<file path="config.mk">
export PLATFORM = sky130hd
export DESIGN_NAME = id_stage
export DESIGN_NICKNAME = d
export VERILOG_FILES = /design/src/rtl/id_stage.sv
export SDC_FILE = /design/constraint.sdc
export NUM_CORES = 2
export LEC_CHECK = 0
export CAP_MARGIN = 30
export CORE_MARGIN = 5
export CORE_UTILIZATION = 30
export CTS_BUF_LIST = sky130_fd_sc_hd__clkbuf_2
export CTS_CLUSTER_SIZE = 25
export DETAILED_ROUTE_END_ITERATION = 12
export GPL_TIMING_DRIVEN = 0
export PLACE_DENSITY = 0.48
export SLEW_MARGIN = 0
export SYNTH_ARGS = -nofsm -noshare
export SYNTH_HDL_FRONTEND = slang
export SYNTH_SLANG_ARGS = --single-unit
</file>
<file path="constraint.sdc">
create_clock -name clk -period 12.6 [get_ports clk]
set_input_delay 3.78 -clock clk [delete_from_list [all_inputs] [get_ports clk]]
set_output_delay 3.78 -clock clk [all_outputs]
set_load 0.02 [all_outputs]
</file>
<file path="src/rtl/id_stage.sv">
// RV32I decode stage for OP / OP-IMM: reads a 32x32 register file (with write-back
// bypass) and presents ALU operands through a single registered valid/ready slot.
module id_stage #(
    parameter int XLEN  = 32,
    parameter int NREGS = 32
) (
    input  logic            clk,
    input  logic            rst_n,
    input  logic            in_valid,
    output logic            in_ready,
    input  logic [31:0]     instr,
    input  logic            wb_en,
    input  logic [4:0]      wb_addr,
    input  logic [XLEN-1:0] wb_data,
    output logic            out_valid,
    input  logic            out_ready,
    output logic [2:0]      out_funct3,
    output logic            out_funct7,
    output logic [XLEN-1:0] out_rs1,
    output logic [XLEN-1:0] out_rs2,
    output logic [4:0]      out_rd,
    output logic            out_we,
    output logic            illegal
);

    localparam logic [6:0] OPC_OP    = 7'b0110011;
    localparam logic [6:0] OPC_OPIMM = 7'b0010011;
    localparam logic [6:0] F7_ZERO   = 7'b0000000;
    localparam logic [6:0] F7_ALT    = 7'b0100000;

    // Handshake: a transfer happens on an edge where valid & ready are both high;
    // the producer holds its payload stable while valid is high and ready is low.
    // Input side transfers on in_valid & in_ready, output side on out_valid & out_ready.

    logic [XLEN-1:0] regs [NREGS];

    logic [6:0]      opcode;
    logic [4:0]      rs1_idx, rs2_idx, rd_idx;
    logic [2:0]      f3;
    logic [6:0]      f7;
    logic [XLEN-1:0] rs1_val, rs2_val, imm_val, shamt_val, op2_val;
    logic            legal, f7_bit, accept, wb_hit;

    assign opcode  = instr[6:0];
    assign rd_idx  = instr[11:7];
    assign f3      = instr[14:12];
    assign rs1_idx = instr[19:15];
    assign rs2_idx = instr[24:20];
    assign f7      = instr[31:25];

    assign imm_val   = {{(XLEN-12){instr[31]}}, instr[31:20]};
    assign shamt_val = {{(XLEN-5){1'b0}}, instr[24:20]};

    assign in_ready = !out_valid || out_ready;
    assign accept   = in_valid && in_ready;
    assign wb_hit   = wb_en && (wb_addr != 5'd0);

    // x0 reads as zero; a same-cycle write-back to the read index is forwarded.
    always_comb begin
        rs1_val = regs[rs1_idx];
        rs2_val = regs[rs2_idx];
        if (wb_hit && (wb_addr == rs1_idx)) rs1_val = wb_data;
        if (wb_hit && (wb_addr == rs2_idx)) rs2_val = wb_data;
        if (rs1_idx == 5'd0) rs1_val = '0;
        if (rs2_idx == 5'd0) rs2_val = '0;
    end

    always_comb begin
        legal   = 1'b0;
        op2_val = rs2_val;
        f7_bit  = 1'b0;
        case (opcode)
            OPC_OP: begin
                op2_val = rs2_val;
                f7_bit  = instr[30];
                legal   = (f7 == F7_ZERO) ||
                          ((f7 == F7_ALT) && ((f3 == 3'b000) || (f3 == 3'b101)));
            end
            OPC_OPIMM: begin
                case (f3)
                    3'b001: begin
                        op2_val = shamt_val;
                        legal   = (f7 == F7_ZERO);
                    end
                    3'b101: begin
                        op2_val = shamt_val;
                        f7_bit  = instr[30];
                        legal   = (f7 == F7_ZERO) || (f7 == F7_ALT);
                    end
                    default: begin
                        // immediate forms never carry the SUB modifier
                        op2_val = imm_val;
                        legal   = 1'b1;
                    end
                endcase
            end
            default: legal = 1'b0;
        endcase
    end

    always_ff @(posedge clk) begin
        if (!rst_n) begin
            for (int i = 0; i < NREGS; i++) regs[i] <= '0;
            out_valid  <= 1'b0;
            illegal    <= 1'b0;
            out_funct3 <= '0;
            out_funct7 <= 1'b0;
            out_rs1    <= '0;
            out_rs2    <= '0;
            out_rd     <= '0;
            out_we     <= 1'b0;
        end else begin
            if (wb_hit) regs[wb_addr] <= wb_data;
            illegal <= accept && !legal;
            if (accept && legal) begin
                out_valid  <= 1'b1;
                out_funct3 <= f3;
                out_funct7 <= f7_bit;
                out_rs1    <= rs1_val;
                out_rs2    <= op2_val;
                out_rd     <= rd_idx;
                out_we     <= (rd_idx != 5'd0);
            end else if (out_ready) begin
                out_valid <= 1'b0;
            end
        end
    end

endmodule

</file>
# Word level (Yosys, flattened, before mapping)
# Memories as Yosys holds them, arrays and structs flattened.
# Index checks and enable logic that the tools add are counted.
# totals
latchBits	0
output_inout_bits	77
inputBits	74
reg_bits	76
wordCells	57
n_memories	1
romBits	0
ramBits	1024
# memory_table
name	words	word_bits	rd	rd_clocked_by_memory_dff	wr	line	source
regs	32	32	2	0	32	35	logic [XLEN-1:0] regs [NREGS];
# op_classes
div_mod_pow	0
magnitude_cmp	0
n_shift	0
eq_ne	7
n_reduce_logical	22
mux	19
n_mul	0
add_sub_neg	0
bitwise_logic	0
# ops
op	count
$mux W32	7
$reduce_or A32 Y1	1
$eq A7 B6 Y1 const B	2
$eq A5 B5 Y1	2
$logic_not A5 Y1	2
$reduce_bool A5 Y1	2
$mux W1	8
$eq A7 B5 Y1 const B	1
$logic_and A1 B1 Y1	7
$logic_not A7 Y1	1
$pmux W1 S2	3
$mux W5	1
$logic_or A1 B1 Y1	4
$eq A3 B1 Y1 const B	1
$eq A3 B3 Y1 const B	1
$logic_not A3 Y1	1
$logic_not A1 Y1	2
$reduce_bool A2 Y1	1
$reduce_or A2 Y1	1

# Logic depth before layout (Yosys ltp)
# depth
depth_word	7
mapped_depth	10

# Worst setup path after synthesis
# OpenSTA, ideal clock, no wires.
# synth_timing
path_kind	input -> output
from	input out_ready
to	output in_ready
arrival_ns	4.012
stages	1
setup_slack_ns	4.808
path_cell_list	nand2b_1
# synth_between
elab_chain_cells	1
# synth_rtl
element	line	source
start: declaration	16	input logic out_ready,
$logic_or A1 B1 Y1	54	assign in_ready = !out_valid || out_ready;
end: declaration	10	output logic in_ready,
# Every way passes these cells.

# Worst setup path in the final report
# Same ends and word-level chain as after synthesis.

==> results.json <==
{
  "required_ns": 8.82,
  "io_buffers": 139,
  "hold_ws_ns": 0.461,
  "hp-class": "register to register",
  "path_class": "primary input to output port",
  "yosysWarnings": 0,
  "max_slew_margin": 0.158,
  "yosys-top-cells-area": "edfxtp_1 (53%), mux4_2 (12%), and2_1 (11%), mux2i_1 (6.9%), a22oi_1 (2.7%)",
  "synth_top_cell_area_share": 0.531,
  "grt.total_usage": 0.242,
  "ant_nets": 0,
  "ioPinCount": 151,
  "drv_slew": 0,
  "firstDrtPassIters": 6,
  "synth_common_cells": "edfxtp_1 (1024), and2_1 (998), mux2i_1 (398), mux4_2 (301), clkbuf_1 (291)",
  "power_density_nw_per_um2": 121,
  "fin_crit_ns": 8.75,
  "start_kind": "primary input",
  "ys_ff_latch": 1100,
  "rows": 161,
  "clock_sinks": 1100,
  "timing_hold_violations_final": 0,
  "cp-end-kind": "output port",
  "cts_tree": "yes",
  "yosysMostFrequentCell": "edfxtp_1",
  "final_layout_size_suffix_gt1_frac": 0.222,
  "antenna_found_initial": 15,
  "status": "completed",
  "path_buf_inv": 2,
  "worstPathArrival_ns": 4.97,
  "fin_skew_ns": 0.165,
  "crit_chain": "clkdlybuf4s50_1 > nand2b_1 > clkdlybuf4s50_1",
  "post_cts.repair.setup_buffers": 0,
  "grt_pass1_wl_um": 338000,
  "synth_area_um2": 57900,
  "drt_iter0_drc": 5071,
  "vias": 41696,
  "syn_avg_cell_area_um2": 13.6,
  "rsz0062_at_grt": "no",
  "yosysUniqueCellTypes": 61,
  "cts_root_buffer": "clkbuf_2",
  "p_leak_nw": 24.0,
  "regArea_um2": 32300,
  "max_stage_delay_ns": 0.61,
  "area_growth_pct": 15.4,
  "fin_crit_sh": 0.694,
  "final.setup.tns_ns": 0,
  "syn-instance-count": 4252,
  "numCtsBuffers": 329,
  "fillers": 19158,
  "synth-edff-count": 1024,
  "yosysTopAreaCell": "edfxtp_1",
  "grt_start_max_net_pins": 42,
  "critPathSlowestCell": "clkdlybuf4s50_1",
  "postSynth.asyncResetShare": 0,
  "post_cts_resized": 0,
  "die-area_um2": 202000,
  "die_y_um": 449,
  "synthFlopType": "edfxtp_1",
  "final_nets": 4885,
  "ys_seq_area_frac": 0.558,
  "path_common_cell": "clkdlybuf4s50_1",
  "vias_per_cell": 5.50,
  "tightest_slew_ns": 1.26,
  "core_um2": 192000,
  "maxCapViolCount": 0,
  "clkLatencyLatePin_ns": 1.84,
  "cts.path.max_buffers": 4,
  "max_freq_ghz": 0.114,
  "multi_input_area_um2": 24100,
  "wl_per_cell_um": 33.3,
  "setup_viol": 0,
  "place_congestion": 1.08,
  "grt_pass1_vias": 41733,
  "clkTransAtPathRegs_ns": 0.09,
  "drc": 0,
  "start_util": 0.301,
  "cts-hold-fix-buffers": 0,
  "h-tree-depth": 5,
  "critPathTopFamily": "buffers and inverters",
  "dp_hpwl_um": 192000,
  "chipWidth_um": 449,
  "vdd_drop_max_v": 0.0000684,
  "path_max_fanout": 3,
  "grt_overflow_total": 0,
  "routed_wirelength_um": 253000
}
==> final timing paths <==
kind	start	endpoint	slack, ns	cells past startpoint
max	out_ready	in_ready	3.85	3
min	out_rd[3]	out_rd[3]	0.46	2
max reg2reg	out_valid	out_rs2[11]	9.50	8
min reg2reg	out_rd[3]	out_rd[3]	0.46	2
==> where the power goes <==
group	internal [W]	total (W)	switching, W	leakage [nW]
registers	0.00417	0.00427	0.000102	10.4
clock network	0.00104	0.00273	0.00169	2.19
logic	0.000399	0.00109	0.000688	11.4
total	0.00561	0.00809	0.00248	24.0
==> worst register-to-register path, delay by kind of cell (launching register included) <==
family                 cells  cell delay, ns
buffers and inverters      2            1.28
and+or+nand+nor            4            0.48
DFF                        1            0.32
AOI/OAI and AO/OA          2            0.87
==> metal layers <==
| metal | vias to the layer above | GRT usage | wire length, µm |
|---|---|---|---|
| li1 | 17470 | - | - |
| met1 | 21386 | 0.297 | 97500 |
| met2 | 2194 | 0.386 | 117000 |
| met3 | 646 | 0.0474 | 18300 |
| met4 | 0 | 0.167 | 20000 |
| met5 | - | 0 | 0 |
==> registers in the layout (all words and copies together) (netlist names) <==
signal / cells
out_rd: 5
out_funct3: 3
illegal: 1
out_rs1: 32
out_rs2: 32
out_funct7: 1
out_valid: 1
regs: 1024
out_we: 1
==> stage by stage <==
stage          utilization  power, W  instances  setup slack (ns)  cell area (µm²)
2_1_floorplan            -   0.00490       4283              4.81            58000
3_3_place_gp         0.325   0.00540       6948             0.744            62600
3_5_place_dp         0.333   0.00543       7003              3.84            64000
4_1_cts              0.347   0.00812       7565              3.84            66700
5_1_grt              0.348   0.00837       7579              3.81            66800
6_report             0.348   0.00809       7586              3.85            66800
==> cells by family after synthesis <==
kind of cell,Yosys count,synth area share
other cells,1,0.0000648
xor+xnor,10,0.00151
compound gates,500,0.0594
flops,1100,0.558
simple gates,1429,0.147
buf+inv,439,0.0339
mux,773,0.200
==> placed cells by master (no fill, tap or decap), types with 11 or more instances in the layout <==
| master | netlist | final |
|---|---|---|
| a21oi_1 | 45 | 45 |
| a22oi_1 | 207 | 207 |
| a32oi_1 | 28 | 28 |
| and2_1 | 998 | 998 |
| buf_12 | 0 | 29 |
| buf_2 | 93 | 93 |
| buf_4 | 33 | 33 |
| buf_6 | 10 | 12 |
| buf_8 | 0 | 18 |
| clkbuf_1 | 291 | 289 |
| clkbuf_2 | 1 | 495 |
| clkdlybuf4s50_1 | 0 | 139 |
| clkinv_1 | 0 | 58 |
| conb_1 | 1 | 32 |
| dfxtp_1 | 76 | 76 |
| diode_2 | 0 | 18 |
| edfxtp_1 | 1024 | 1024 |
| mux2_2 | 74 | 74 |
| mux2i_1 | 398 | 398 |
| mux4_2 | 301 | 301 |
| nand2_1 | 82 | 82 |
| nand2b_1 | 29 | 29 |
| nand3_1 | 89 | 89 |
| nor2_1 | 62 | 62 |
| nor3_1 | 73 | 73 |
| nor3b_1 | 29 | 27 |
| nor4_1 | 11 | 11 |
| o21ai_0 | 64 | 33 |
| o21ai_1 | 27 | 27 |
| o21ai_4 | 0 | 31 |
| o22a_1 | 11 | 11 |
| o22ai_1 | 78 | 78 |
| or4_1 | 11 | 11 |
==> area by class of cell <==
class,count,share of cell area
diodes,18,0.000674
plain buffers,437,0.0294
clock buffers,491,0.0368
clock inverters,71,0.00448
inverters,2,0.000112
multi-input cells,2744,0.361
flip-flops and latches,1100,0.483
well taps,2526,0.0473
repair buffers,197,0.0369
(Power assumes the default switching activity.)
